## src/rtl/misc_v_pkg.sv

```systemverilog
// Types and constants shared by the fetch and decode stages: machine word
// width, reset-PC default and the PC-tagged instruction entry.
package misc_v_pkg;

    localparam int unsigned XLEN = 32;
    localparam logic [XLEN-1:0] RESET_PC_DEFAULT = 32'h0000_0000;
    localparam logic [XLEN-1:0] INST_BYTES = XLEN'(4);

    typedef struct packed {
        logic [XLEN-1:0] pc;
        logic [XLEN-1:0] instr;
    } fetch_entry_t;

    // Force a byte address onto a 4-byte instruction boundary.
    function automatic logic [XLEN-1:0] word_align(input logic [XLEN-1:0] addr);
        return addr & ~XLEN'(3);
    endfunction

endpackage

```

## src/rtl/fetch_fifo.sv

```systemverilog
// In-order instruction queue of fetch_entry_t with push, pop, flush and a
// registered head so decode sees flop outputs only.
module fetch_fifo
    import misc_v_pkg::*;
#(
    parameter  int unsigned DEPTH = 4,
    localparam int unsigned CNT_W = $clog2(DEPTH + 1)
) (
    input  logic             clk,
    input  logic             reset,
    input  logic             push_i,
    input  fetch_entry_t     push_entry_i,
    input  logic             pop_i,
    input  logic             flush_i,
    output logic             head_valid_o,
    output fetch_entry_t     head_o,
    output logic [CNT_W-1:0] count_o
);

    localparam int unsigned PTR_W = $clog2(DEPTH);

    fetch_entry_t     mem_q [DEPTH];
    logic [PTR_W-1:0] rd_ptr_q, rd_ptr_d;
    logic [PTR_W-1:0] wr_ptr_q, wr_ptr_d;
    logic [CNT_W-1:0] count_q, count_d;
    logic [CNT_W-1:0] remain;
    fetch_entry_t     head_q, head_d;
    logic             head_valid_q, head_valid_d;
    logic             do_pop;
    logic             do_write;

    // Next pointers, occupancy and head; the head is refilled from storage, or
    // straight from the push port when the queue would otherwise be empty.
    always_comb begin
        rd_ptr_d = rd_ptr_q;
        wr_ptr_d = wr_ptr_q;
        count_d  = count_q;
        head_d   = head_q;
        do_pop   = pop_i && head_valid_q;
        do_write = push_i && !flush_i;
        remain   = count_q - CNT_W'(do_pop);
        if (flush_i) begin
            rd_ptr_d = '0;
            wr_ptr_d = '0;
            count_d  = '0;
        end else begin
            if (do_pop) begin
                rd_ptr_d = rd_ptr_q + PTR_W'(1);
            end
            if (push_i) begin
                wr_ptr_d = wr_ptr_q + PTR_W'(1);
            end
            count_d = remain + CNT_W'(push_i);
            if (remain != '0) begin
                head_d = mem_q[rd_ptr_d];
            end else if (push_i) begin
                head_d = push_entry_i;
            end
        end
        head_valid_d = (count_d != '0);
    end

    always_ff @(posedge clk or posedge reset) begin
        if (reset) begin
            rd_ptr_q     <= '0;
            wr_ptr_q     <= '0;
            count_q      <= '0;
            head_q       <= '0;
            head_valid_q <= 1'b0;
        end else begin
            rd_ptr_q     <= rd_ptr_d;
            wr_ptr_q     <= wr_ptr_d;
            count_q      <= count_d;
            head_q       <= head_d;
            head_valid_q <= head_valid_d;
        end
    end

    // Storage needs no reset; only slots inside count are ever read.
    always_ff @(posedge clk) begin
        if (do_write) begin
            mem_q[wr_ptr_q] <= push_entry_i;
        end
    end

    assign head_valid_o = head_valid_q;
    assign head_o       = head_q;
    assign count_o      = count_q;

endmodule

```

## src/rtl/fetch_unit.sv

```systemverilog
// Instruction fetch stage: owns the fetch PC, issues credit-limited word
// requests, queues responses for decode and drops stale words after redirects.
module fetch_unit
    import misc_v_pkg::*;
#(
    parameter logic [XLEN-1:0] RESET_PC = RESET_PC_DEFAULT,
    parameter int unsigned     DEPTH    = 4
) (
    input  logic            clk,
    input  logic            reset,
    output logic            req_valid,
    input  logic            req_ready,
    output logic [XLEN-1:0] req_addr,
    input  logic            rsp_valid,
    input  logic [XLEN-1:0] rsp_data,
    output logic            inst_valid,
    input  logic            inst_ready,
    output logic [XLEN-1:0] inst_data,
    output logic [XLEN-1:0] inst_pc,
    input  logic            redirect_valid,
    input  logic [XLEN-1:0] redirect_pc
);

    localparam int unsigned CNT_W = $clog2(DEPTH + 1);
    localparam int unsigned SUM_W = CNT_W + 1;

    logic [XLEN-1:0]  fetch_pc_q, fetch_pc_d;
    logic [XLEN-1:0]  rsp_pc_q, rsp_pc_d;
    logic [CNT_W-1:0] outstanding_q, outstanding_d;
    logic [CNT_W-1:0] drop_q, drop_d;
    logic [CNT_W-1:0] fifo_count;
    logic [XLEN-1:0]  target;
    logic             req_fire;
    logic             rsp_drop;
    logic             push;
    logic             pop;
    fetch_entry_t     push_entry;
    fetch_entry_t     head;

    // A request is only issued when a queue slot is already reserved for it.
    assign req_valid = (SUM_W'(outstanding_q) + SUM_W'(fifo_count)) < SUM_W'(DEPTH);
    assign req_fire  = req_valid && req_ready;
    assign rsp_drop  = rsp_valid && (drop_q != '0);
    assign push      = rsp_valid && !rsp_drop && !redirect_valid;
    assign pop       = inst_valid && inst_ready;
    assign target    = word_align(redirect_pc);

    assign push_entry = '{pc: rsp_pc_q, instr: rsp_data};

    // On redirect every word still owed after this edge becomes a drop,
    // which already covers any drops pending from earlier redirects.
    always_comb begin
        fetch_pc_d    = fetch_pc_q;
        rsp_pc_d      = rsp_pc_q;
        drop_d        = drop_q;
        outstanding_d = outstanding_q + CNT_W'(req_fire) - CNT_W'(rsp_valid);
        if (redirect_valid) begin
            fetch_pc_d = target;
            rsp_pc_d   = target;
            drop_d     = outstanding_d;
        end else begin
            if (req_fire) begin
                fetch_pc_d = fetch_pc_q + INST_BYTES;
            end
            if (push) begin
                rsp_pc_d = rsp_pc_q + INST_BYTES;
            end
            if (rsp_drop) begin
                drop_d = drop_q - CNT_W'(1);
            end
        end
    end

    always_ff @(posedge clk or posedge reset) begin
        if (reset) begin
            fetch_pc_q    <= RESET_PC;
            rsp_pc_q      <= RESET_PC;
            outstanding_q <= '0;
            drop_q        <= '0;
        end else begin
            fetch_pc_q    <= fetch_pc_d;
            rsp_pc_q      <= rsp_pc_d;
            outstanding_q <= outstanding_d;
            drop_q        <= drop_d;
        end
    end

    fetch_fifo #(
        .DEPTH (DEPTH)
    ) u_fifo (
        .clk          (clk),
        .reset        (reset),
        .push_i       (push),
        .push_entry_i (push_entry),
        .pop_i        (pop),
        .flush_i      (redirect_valid),
        .head_valid_o (inst_valid),
        .head_o       (head),
        .count_o      (fifo_count)
    );

    assign req_addr  = fetch_pc_q;
    assign inst_data = head.instr;
    assign inst_pc   = head.pc;

endmodule

```

## config.mk

```make
export PLATFORM = sky130hd
export DESIGN_NAME = fetch_unit
export DESIGN_NICKNAME = d
export VERILOG_FILES = /design/src/rtl/misc_v_pkg.sv /design/src/rtl/fetch_fifo.sv /design/src/rtl/fetch_unit.sv
export SDC_FILE = /design/constraint.sdc
export NUM_CORES = 1
export LEC_CHECK = 0
export ABC_AREA = 1
export CORE_MARGIN = 4
export CORE_UTILIZATION = 40
export CTS_CLUSTER_DIAMETER = 50
export DETAILED_ROUTE_END_ITERATION = 12
export SETUP_SLACK_MARGIN = 0.3
export SLEW_MARGIN = 20
export SYNTH_ARGS = -nofsm -noshare
export SYNTH_HDL_FRONTEND = slang
export SYNTH_HIERARCHICAL = 1
export SYNTH_SLANG_ARGS = --single-unit
```

## constraint.sdc

```tcl
create_clock -name clk -period 4.6 [get_ports clk]
set_input_delay 0.69 -clock clk [delete_from_list [all_inputs] [get_ports clk]]
set_output_delay 0.69 -clock clk [all_outputs]
set_load 0.01 [all_outputs]
```

==> results.md <==
| Parameter | Reported | Unit |
|---|---|---|
| Status | completed | - |
| Antenna diodes | 0 | - |
| Chip height | 226.3 | µm |
| First-pass detailed-route iteration total | 5 | - |
| Floorplan die width | 226.3 | µm |
| Data required time of the critical path | 3910 | ps |
| Proportion of layout cells with a drive suffix above 1 | 7.345 | % |
| Most used DFF post-synth | sky130_fd_sc_hd__edfxtp_1 | - |
| Yosys cell types | 36 | - |
| Worst Max-Slew Pin Slew | 1019 | ps |
| Maximum buffer depth of the clock tree | 3 | - |
| Setup Buffers After CTS | 0 | - |
| Post-CTS Hold Buffers | 0 | - |
| Area of the die | 51230 | µm² |
| Count of H-tree levels built during CTS | 2 | - |
| Via Count | 14980 | - |
| Site row count | 79 | - |
| Crit end category | output port | - |
| Number of warning messages in the yosys log | 6 | - |
| Commonest non-fill, non-tap cell in the layout | sky130_fd_sc_hd__nand2_1 | - |
| Startpoint of the tightest hold check path | u_fifo/head_o[32]$_DFFE_PP0P_ | - |
| Maximum vdd ir drop | 248.0 | µV |
| Global-route usage over all layers | 19.79 | % |
| Per-instance average area after synthesis | 9.007 | µm² |
| Number of register bits inferred by synthesis | 394 | - |
| TritonCTS buffer count | 48 | - |
| Fin Hold WS | 475.3 | ps |
| Number of gates given a new drive strength after cts | 0 | - |
| CP Data Arrival Time | 2150 | ps |
| Leading cell types in the layout, fill and taps excluded | sky130_fd_sc_hd__nand2_1, sky130_fd_sc_hd__nand3_1, sky130_fd_sc_hd__edfxtp_1 | - |
| Routability congestion estimate | 0.8136 | - |
| Max-cap viol count | 0 | - |
| Via-per-instance ratio | 5.150 | - |
| Area added between synthesis and finish | 20.62 | % |
| Tightest Hold Check Type | reg -> reg | - |
| Initial antenna violation count | 0 | - |
| Top Ports | 168 | - |
| Post-synthesis instance area | 19070 | µm² |
| Max-slew headroom at the worst pin | 32.09 | % |
| Share of flip-flops with an asynchronous set or reset | 35.03 | % |
| Port bufs | 163 | - |
| Final Net Count | 2347 | - |
| Drt drc | 0 | - |
| Worst clock skew | 24.05 | ps |
| Antenna viol nets, final | 0 | - |
| Leakage | 9.679 | nW |
| Clock latency reported for the late side of the worst-skew pair | 580 | ps |
| Final WL | 50770 | µm |
| Total of fill cells in the finished design | 4330 | - |
| Violation count after the first detailed-routing iteration | 1040 | - |
| RSZ-0062 raised after global routing | no | - |
| Crit Reg-Reg Startpoint | u_fifo/head_valid_o$_DFF_PP0_ | - |
| Cell at the root of the clock tree | sky130_fd_sc_hd__clkbuf_16 | - |
| Sum of overflow across all layers after global routing | 0 | - |
| Worst-path fanout max | 2 | - |
| CP Launch Point | outstanding_q[2]$_DFF_PP0_ | - |
| Clock slew seen by the registers of the worst setup and hold paths | 50 | ps |
| Syn Inst Count | 2117 | - |
| Final critical path time including I/O delays and setup | 2837 | ps |
| Largest net degree at the start of global routing | 129 | - |
| Final-report max-slew violation count | 0 | - |
| Effective utilization at floorplan | 40.70 | % |
| Final Hold Viols | 0 | - |
| Post-route setup TNS | 0 | ps |
| Final count of negative-setup-slack endpoints | 0 | - |
| Post-route clock period utilization | 61.68 | % |
| Power density over the cells | 472.3 | nW/µm² |
| Global-route wire length before repair | 80960 | µm |
| Clock tree from TritonCTS | yes | - |
| Detailed Place HPWL | 28920 | µm |
| EDFF count, synth | 256 | - |
| Total clock sinks | 394 | - |
| Maximum frequency from static timing analysis | 0.3524 | GHz |
| Via count of the first global-routing pass | 14840 | - |
| Kind of critical path | reg -> out | - |
| Core Area | 46850 | µm² |
| Post-synthesis sequential area ratio | 58.43 | % |
| Startpoint kind of the worst setup timing path | flip-flop | - |
| Average detailed-routed wire length per instance | 17.46 | µm |
==> kinds of logic after synthesis <==
family                   after synthesis  synth area share (%)
XOR/XNOR                              17                0.7809
AO/OA/AOI/OAI                         83                 2.402
other                                  1               0.01967
adder cells (fa/ha/maj)               16                 1.089
AND/OR/NAND/NOR                     1303                 30.51
buffers and inverters                303                 6.772
flip-flops                           394                 58.43
==> cells in the mapped netlist (15+ instances only) <==
master	n	share of area [%]
sky130_fd_sc_hd__inv_1	195	3.8
sky130_fd_sc_hd__nand3b_1	64	2.5
sky130_fd_sc_hd__o21ai_0	49	1.3
sky130_fd_sc_hd__ha_1	15	0.98
sky130_fd_sc_hd__edfxtp_1	256	40
sky130_fd_sc_hd__nor2_2	21	0.69
sky130_fd_sc_hd__buf_2	69	1.8
sky130_fd_sc_hd__nand2_1	716	14
sky130_fd_sc_hd__nor3_1	69	1.8
sky130_fd_sc_hd__nand3_1	261	6.9
sky130_fd_sc_hd__dfrtp_1	138	18
sky130_fd_sc_hd__nor2_1	136	2.7
==> worst max-delay path, stage by stage, from the launching register on <==
cell and delay [ps]:
sky130_fd_sc_hd__dfrtp_1 390, sky130_fd_sc_hd__ha_1 310, sky130_fd_sc_hd__nor2_2 160, sky130_fd_sc_hd__and3_1 190, sky130_fd_sc_hd__clkdlybuf4s50_1 540
==> final timing paths <==
path	depth (start not counted)	end	slack, ps
worst max-delay path	4	req_valid	1760
worst min-delay path	2	u_fifo/head_o[32]$_DFFE_PP0P_	480
worst max register to register	12	u_fifo/head_valid_o$_DFF_PP0_	1840
worst min register to register	2	u_fifo/head_o[32]$_DFFE_PP0P_	480
max in group asynchronous	3	req_addr[21]$_DFFE_PP0N_	2970
min in group asynchronous	2	req_addr[13]$_DFFE_PP0N_	620
==> registers in the layout, summed over array words and instances, names as in the netlist <==
name	count
u_fifo/head_valid_o	1
u_fifo/rd_ptr_q	2
drop_q	3
rsp_pc_q	30
u_fifo/mem_q	256
u_fifo/count_o	3
req_addr	30
u_fifo/wr_ptr_q	2
u_fifo/head_o	64
outstanding_q	3
==> per-stage QoR <==
step,worst slack (ps),total power [mW],util (%),cells,cell area [µm²]
global route,1557,11.44,49.09,2908,23000
CTS,1703,10.98,49.09,2908,23000
detailed placement,1180,7.024,45.52,2818,21330
finish,1763,10.86,49.09,2908,23000
global placement,1231,6.977,45.52,2818,21330
floorplan,69.07,5.854,-,2128,19110
==> per-layer routing <==
| layer | wire (µm) | GRT usage, % |
|---|---|---|
| met1 | 23010 | 27.50 |
| met2 | 23860 | 32.26 |
| met3 | 2761 | 3.042 |
| met4 | 1135 | 6.127 |
| met5 | 0 | 0 |
==> report_power, final <==
part | switching [mW] | leakage, nW | total (mW) | internal [mW]
Sequential | 0.436 | 4.03 | 4.69 | 4.25
Combinational | 1.22 | 4.83 | 2.26 | 1.04
Clock | 1.51 | 0.822 | 3.91 | 2.40
==> area by class of cell <==
class	count	area, µm²	share of cell area, %
sequential	394	11140	48.44
multi-input combinational	1431	6740	29.31
timing repair buffer	186	1937	8.421
clock buffer	59	1325	5.761
tap	607	759.5	3.302
inverter	200	753.2	3.275
clock inverter	31	344.1	1.496
Power figures use the tool's default switching activity.
